File: config.mk
export PLATFORM = sky130hd
export DESIGN_NAME = output_bram_writer
export DESIGN_NICKNAME = d
export VERILOG_FILES = /design/src/rtl/sparhixcel_pkg.sv /design/src/rtl/output_lane_relu.sv /design/src/rtl/output_bram_writer.sv
export SDC_FILE = /design/constraint.sdc
export NUM_CORES = 1
export LEC_CHECK = 0
export CAP_MARGIN = 30
export CORE_AREA = 2 2 216 218
export DETAILED_ROUTE_END_ITERATION = 12
export DIE_AREA = 0 0 218 220
export SLEW_MARGIN = 40
export SYNTH_ARGS = -nofsm -noshare
export SYNTH_HDL_FRONTEND = slang
export SYNTH_SLANG_ARGS = --single-unit
File: constraint.sdc
create_clock -name clk_i -period 7.1 [get_ports clk_i]
set_input_delay 1.42 -clock clk_i [delete_from_list [all_inputs] [get_ports clk_i]]
set_output_delay 1.42 -clock clk_i [all_outputs]
set_load 0.03 [all_outputs]
File: src/rtl/sparhixcel_pkg.sv
// Shared definitions for the SparhixCel output path: SA controller state encodings,
// the output BRAM writer FSM state type and the bank-count helper.
package sparhixcel_pkg;

   localparam logic [3:0] SA_IDLE    = 4'd0;
   localparam logic [3:0] SA_COMPUTE = 4'd1;
   localparam logic [3:0] SA_FLUSH   = 4'd2;

   typedef enum logic [1:0] {
      WR_IDLE,
      WR_COLLECT,
      WR_DRAIN,
      WR_WAIT_READY
   } writer_state_t;

   // One bank per group of N_COLS_ARRAY filters, rounded up.
   function automatic int n_banks(input int filters, input int cols);
      return (filters + cols - 1) / cols;
   endfunction

endpackage

File: src/rtl/output_lane_relu.sv
// Single-lane ReLU clamp: negative signed values become zero, others pass through.
module output_lane_relu #(
   parameter int DATA_WIDTH = 16
) (
   input  logic [DATA_WIDTH-1:0] value,
   output logic [DATA_WIDTH-1:0] clamped
);

   assign clamped = value[DATA_WIDTH-1] ? '0 : value;

endmodule

File: src/rtl/output_bram_writer.sv
// Collects systolic-array result vectors into the output BRAM banks and hands full or flushed
// banks to output_ctrl. Build option: OUTPUT_RELU_EN clamps negative lanes to zero on the write path.
module output_bram_writer
   import sparhixcel_pkg::*;
#(
   parameter int NUMBER_SUPPORTED_FILTERS = 30,
   parameter int N_COLS_ARRAY             = 16,
   parameter int DATA_WIDTH               = 16,
   parameter int BRAM_ADDR_WIDTH          = 11,
   localparam int N_BANKS = n_banks(NUMBER_SUPPORTED_FILTERS, N_COLS_ARRAY),
   localparam int GROUP_W = (N_BANKS > 1) ? $clog2(N_BANKS) : 1,
   localparam int NG_W    = $clog2(N_BANKS + 1),
   localparam int VEC_W   = N_COLS_ARRAY * DATA_WIDTH
) (
   input  logic                       clk_i,
   input  logic                       general_rst_i,
   input  logic [3:0]                 sa_state_i,
   input  logic [NG_W-1:0]            num_groups_i,
   input  logic                       sa_valid_i,
   input  logic [GROUP_W-1:0]         sa_group_i,
   input  logic [VEC_W-1:0]           sa_data_i,
   output logic                       sa_ready_o,
   output logic [0:N_BANKS-1]         bram_wr_en_a_o,
   output logic [BRAM_ADDR_WIDTH-1:0] bram_wr_address_a_o,
   output logic [VEC_W-1:0]           bram_wr_data_a_o,
   output logic                       order_empty_bram_o,
   output logic [BRAM_ADDR_WIDTH:0]   fill_count_o,
   input  logic                       bram_ready_i,
   output logic                       group_err_o
);

   writer_state_t              state, state_next;
   logic [BRAM_ADDR_WIDTH-1:0] wr_addr;
   logic [BRAM_ADDR_WIDTH:0]   fill_count, fill_calc;
   logic [NG_W-1:0]            num_groups_q, group_ext;
   logic [VEC_W-1:0]           lane_data;
   logic full, partial, flush_pending, flush_drain, pipe_valid, group_err;
   logic accept, bad_group, last_group, enter_collect;

`ifdef OUTPUT_RELU_EN
   for (genvar i = 0; i < N_COLS_ARRAY; i++) begin : g_relu
      output_lane_relu #(.DATA_WIDTH(DATA_WIDTH)) u_relu (
         .value  (sa_data_i[i*DATA_WIDTH +: DATA_WIDTH]),
         .clamped(lane_data[i*DATA_WIDTH +: DATA_WIDTH])
      );
   end
`else
   assign lane_data = sa_data_i;
`endif

   assign group_ext  = NG_W'(sa_group_i);
   assign bad_group  = group_ext >= num_groups_q;
   assign last_group = group_ext == (num_groups_q - NG_W'(1));
   assign sa_ready_o = (state == WR_COLLECT) && !full && !flush_pending;
   assign accept     = sa_valid_i && sa_ready_o;
   // A half-written row still occupies one word in the banks that did receive data.
   assign fill_calc  = full ? {1'b1, {BRAM_ADDR_WIDTH{1'b0}}}
                            : ({1'b0, wr_addr} + {{BRAM_ADDR_WIDTH{1'b0}}, partial});
   assign enter_collect      = (state != WR_COLLECT) && (state_next == WR_COLLECT);
   assign order_empty_bram_o = (state == WR_DRAIN);
   assign fill_count_o       = fill_count;
   assign group_err_o        = group_err;

   always_ff @(posedge clk_i) begin
      if (general_rst_i) state <= WR_IDLE;
      else               state <= state_next;
   end

   always_comb begin
      state_next = state;
      case (state)
         WR_IDLE:       if (sa_state_i == SA_COMPUTE) state_next = WR_COLLECT;
         // Drain only once the last accepted beat has left the write register.
         WR_COLLECT:    if ((full || flush_pending) && !pipe_valid)
                           state_next = (fill_calc == '0) ? WR_IDLE : WR_DRAIN;
         WR_DRAIN:      state_next = WR_WAIT_READY;
         WR_WAIT_READY: if (bram_ready_i) state_next = flush_drain ? WR_IDLE : WR_COLLECT;
         default:       state_next = WR_IDLE;
      endcase
   end

   always_ff @(posedge clk_i) begin
      if (general_rst_i) begin
         wr_addr       <= '0;
         full          <= 1'b0;
         partial       <= 1'b0;
         flush_pending <= 1'b0;
         flush_drain   <= 1'b0;
         num_groups_q  <= '0;
         fill_count    <= '0;
         group_err     <= 1'b0;
      end else begin
         if (state == WR_IDLE && state_next == WR_COLLECT) num_groups_q <= num_groups_i;
         if (enter_collect) begin
            wr_addr       <= '0;
            full          <= 1'b0;
            partial       <= 1'b0;
            flush_pending <= 1'b0;
         end else if (state == WR_COLLECT) begin
            if (sa_state_i == SA_FLUSH) flush_pending <= 1'b1;
            if (accept && bad_group) group_err <= 1'b1;
            if (accept && !bad_group) begin
               if (last_group) begin
                  partial <= 1'b0;
                  if (wr_addr == {BRAM_ADDR_WIDTH{1'b1}}) full <= 1'b1;
                  else                                   wr_addr <= wr_addr + 1'b1;
               end else begin
                  partial <= 1'b1;
               end
            end
         end
         if (state == WR_COLLECT && state_next == WR_DRAIN) begin
            fill_count  <= fill_calc;
            flush_drain <= flush_pending;
         end
      end
   end

   always_ff @(posedge clk_i) begin
      if (general_rst_i) begin
         pipe_valid          <= 1'b0;
         bram_wr_en_a_o      <= '0;
         bram_wr_address_a_o <= '0;
         bram_wr_data_a_o    <= '0;
      end else begin
         pipe_valid     <= accept;
         bram_wr_en_a_o <= '0;
         if (accept) begin
            for (int b = 0; b < N_BANKS; b++)
               if (!bad_group && group_ext == NG_W'(b)) bram_wr_en_a_o[b] <= 1'b1;
            bram_wr_address_a_o <= wr_addr;
            bram_wr_data_a_o    <= lane_data;
         end
      end
   end

endmodule

# Yosys cells after proc, flatten, opt, wreduce, memory -nomap -nowiden
# Cells that the tools add are included.
# Widths: inputs -> output; s select.
# totals
register_bits	302
input_bits	267
out_inout_bits	284
elab_cells	66
# op_classes
addsub	3
magnitude_cmp	1
n_eq_ne	10
n_mux	10
bitwise_logic	3
reduce_logical	26
# ops
operator	n
$add 11x1->12	1
$logic_not 12->1	1
$mux 12	1
$add 11x1->11 const B	1
$eq 11x11->1 const B	1
$logic_and 1x1->1	11
$mux 2	4
$pmux 2 s4	1
$reduce_and 4->1	2
$eq 2x2->1 const B	3
$eq 2x1->1 const B	2
$eq 4x1->1 const B	1
$eq 4x2->1 const B	1
$logic_not 1->1	4
$logic_not 2->1	2
$mux 1	4
$reduce_and 2->1	2
$reduce_or 2->1	2
$not 1->1	3
$reduce_and 3->1	1
$eq 1x2->1	1
$ge 1x2->1	1
$ne 2x1->1 const B	1
$sub 2x1->2 const B	1
$logic_or 1x1->1	1

# Logic depth before layout (Yosys ltp)
# depth
word_depth	10
mapped_depth	9
depth_no_buf	8

# Worst setup path before layout
# Ideal clock, no wire load.
# synth_path
path_kind	input port to flip-flop
startpoint	input port sa_group_i
endpoint	register wr_addr[8]
setup_time_ns	0.070
t_arrival_ns	2.720
t_required_ns	7.030
setup_slack_ns	4.310
path_stages	7
path_buffers	0
cell_sequence	inv_1 > ha_1 > nor2b_1 > o211a_1 > nand4_1 > or3_1 > a21oi_1
# synth_between
elab_chain_len	4
elab_cells_between_ends	5
cone_classes	order compare: 1; eq/ne: 1; reduce/logical: 3
# synth_lines
element	line_no	source
from (decl)	output_bram_writer.sv:20	input logic [GROUP_W-1:0] sa_group_i,
$ge 1x2->1	output_bram_writer.sv:52	assign bad_group = group_ext >= num_groups_q;
$logic_not 1->1	output_bram_writer.sv:102	if (accept && !bad_group) begin
$logic_and 1x1->1	output_bram_writer.sv:102	
$reduce_and 4->1 (no source line) *	-	
to (signal assigned)	output_bram_writer.sv:106	else wr_addr <= wr_addr + 1'b1;
to (decl)	output_bram_writer.sv:33	logic [BRAM_ADDR_WIDTH-1:0] wr_addr;
# Mark *: on every way between the ends. The rest lies on a longest branch, timed or not.
# A chain may end at the register's enable or synchronous reset.

# Worst setup path in the final report
# layout_path
startpoint	register full
endpoint	output port sa_ready_o
# layout_between
elab_chain_len	3
# layout_lines
element	line_no	source
from (decl)	output_bram_writer.sv:37	logic full, partial, flush_pending, flush_drain, pipe_valid, group_err;
from (signal assigned)	output_bram_writer.sv:85	full <= 1'b0;
from (signal assigned)	output_bram_writer.sv:96	full <= 1'b0;
from (signal assigned)	output_bram_writer.sv:105	if (wr_addr == {BRAM_ADDR_WIDTH{1'b1}}) full <= 1'b1;
$logic_not 1->1	output_bram_writer.sv:54	assign sa_ready_o = (state == WR_COLLECT) && !full && !flush_pending;
$logic_and 1x1->1 (2 in series)	output_bram_writer.sv:54	
to (decl)	output_bram_writer.sv:22	output logic sa_ready_o,
# No other way between the ends.

==> results.cfg <==
[run_status]
status = finished, final reports clean

[clock_tree]
root_buffer = clkbuf_16
cts_htree_levels = 2
cts_resized = 0
clock_path_buffers = 3
cts_buffers = 36
worstSkewPairLatency_ns = 0.53
clock-sinks = 302
clk_pin_slew_worst_paths_ns = 0.06
post_cts_buffers = 0
cts_hold_buffers = 0
cts_tree = yes

[logic_synthesis]
synth_area_per_cell_um2 = 8.02
yosys_warnings = 0
yosysMostFrequentCell = nand2_1
netlist.area_leader.share_pct = 55.0
syn_nets = 1643
netlist_area_um2 = 11000
async_flop_share_pct = 0
synthMuxAreaShare_pct = 0.273
synth_compound_area_share_pct = 15.8
synth.distinct_cells = 53
yosysTopAreaCell = dfxtp_1
synth_adder_area_share_pct = 0.455
synth_top_family_by_area = simple AND/OR/NAND/NOR gates
synthCells = 1372
synth_xor_area_share_pct = 1.35
ys.flop_type = dfxtp_1
synth_simple_gate_area_share_pct = 22.6
synth_common_cells = nand2_1, dfxtp_1, a21oi_1
synth_edf_count = 0
synth_area_leaders = dfxtp_1, nand2_1, a21oi_1
synth.yosys.seq_area_share_pct = 55.0
synth-seq-cells = 302

[global_route]
grt_pass1_vias = 10493
track_usage_pct = 15.6
grt_max_degree = 159
antenna_found_initial = 1
overflow = 0
grt_pass1_wl_um = 59000

[place]
gp_congestion = 0.793
post-place-ws_ns = 3.39
dp_hpwl_um = 28200
portBuffers = 550

[timing]
finalClockSkew_ns = 0.0154
setup_slack_ns = 3.39
drv_slew = 0
rsz0062_at_grt = false
finalHoldViolCount = 0
post-route-min-period_ns = 3.71
min_period_over_period_pct = 52.2
tns_ns = 0
setup_viol = 0
slew_headroom_pct = 42.7
worstMarginPinSlew_ns = 0.859
timing.fmax_mhz = 270

[setup_path]
critical_path_arrival_ns = 2.29
slowest_delay_ns = 0.79
endpoint_kind = output port
slowest_stage = clkdlybuf4s50_1
crit_chain = nor4b_2 -> clkdlybuf4s50_1
crit_fanout = 7
critPathTopFamily = buffers and inverters
cp.required_ns = 5.68
path_buf_inv = 1
timing_worst_setup_path_type = reg2out
critPathLaunchType = flop

[cells_and_area]
final_nets = 2135
drive_gt1_share_pct = 4.40
syn2layout_area_growth_pct = 64.6
diodes = 0
nFillCells = 4630

[routing]
drc = 0
via_per_inst = 4.39
totalWireLength_um = 40000
dr.first_iter.drc_count = 545
wl_per_cell_um = 16.0
ant_nets = 0
vias = 10956
drtPass1Iterations = 7

[pwr]
ir_worst_vdd_mv = 0.181
power.leakage_nw = 6.00
powerDensity_nw_per_um2 = 216

[worst_hold_path]
hold_class = reg2reg

[floorplan]
pin_count = 551
fp-row-count = 79
die_x_um = 218
start_util_pct = 24.0
die_area_um2 = 48000
die_h_um = 220
core_area_um2 = 45900

[flow_run]
maxCapViolations = 0
[registers in the layout, summed over array words and instances, names as in the netlist, 2 cells and up]
name,cells
bram_wr_data_a_o,256
fill_count_o,12
bram_wr_address_a_o,11
wr_addr,11
bram_wr_en_a_o,2
num_groups_q,2
state,2
[power by group]
| group | internal [mW] | switching (mW) | total (mW) |
|---|---|---|---|
| registers | 1.72 | 0.0121 | 1.73 |
| clock network | 1.13 | 0.720 | 1.85 |
| logic | 0.184 | 0.146 | 0.330 |
| total | 3.03 | 0.878 | 3.91 |
[worst reg2reg max path, stage by stage, from the launching register on]
cell	delay (ns)
dfxtp_1	0.50
ha_1	0.40
ha_1	0.27
and3_1	0.23
o211ai_1	0.11
o31ai_1	0.48
a21o_1	0.26
nand2_2	0.23
a311oi_1	0.32
[layout by cell type (no fill, tap or decap), types with 6 or more instances in the layout]
cell type	instances
inv_1	15
xnor2_1	6
o32ai_2	9
nor3_1	8
dfxtp_1	302
nor2_1	27
clkbuf_8	6
clkdlybuf4s50_1	549
clkbuf_1	10
nand3_1	11
a21oi_1	275
nand2_1	544
xor2_1	11
clkbuf_16	37
nand4_1	6
[layout make-up]
| type | instances | area (µm²) | area share, % |
|---|---|---|---|
| repair buffers | 556 | 5620 | 31.0 |
| clock inverters | 9 | 123 | 0.677 |
| flip-flops and latches | 302 | 6050 | 33.4 |
| multi-input cells | 953 | 4460 | 24.6 |
| well taps | 607 | 759 | 4.19 |
| clock buffers | 53 | 1050 | 5.78 |
| inverters | 15 | 56.3 | 0.311 |
[layer usage]
metal / GRT usage, % / up-vias / share of wire, %
met5: 0 / - / 0
met4: 5.19 / 0 / 2.4
met3: 5.99 / 61 / 9.9
met2: 25.8 / 409 / 47
met1: 18.6 / 5038 / 41
li1: - / 5448 / -
[cells by family (layout without fill, tap and decap cells)]
group | Yosys count | count (layout)
AOI/OAI and AO/OA | 305 | 305
xor gates and xnor gates | 17 | 17
adders and majority gates | 4 | 4
buffers and inverters | 117 | 633
DFF | 302 | 302
muxes | 3 | 3
and+or+nand+nor | 624 | 624
[final timing paths]
path / slack [ns] / startpoint / depth (start not counted) / to
hold reg to reg: 0.45 / bram_wr_data_a_o[81] / 2 / bram_wr_data_a_o[81]
setup reg to reg: 4.21 / wr_addr[0] / 8 / fill_count_o[11]
hold / removal: 0.45 / bram_wr_data_a_o[81] / 2 / bram_wr_data_a_o[81]
setup / recovery: 3.39 / full / 2 / sa_ready_o
[metrics by stage]
step / hold WS (ns) / power [mW] / cells / utilization, % / area [µm²]
final: 0.451 / 3.91 / 2495 / 39.5 / 18100
after floorplan: 0.457 / 1.88 / 1372 / - / 11000
after CTS: 0.453 / 3.97 / 2494 / 39.4 / 18100
after detailed placement: 0.445 / 2.10 / 2432 / 36.9 / 16900
after global placement: 0.441 / 2.09 / 2432 / 36.9 / 16900
after global routing: 0.467 / 4.06 / 2495 / 39.5 / 18100
Power figures use the tool's default switching activity.
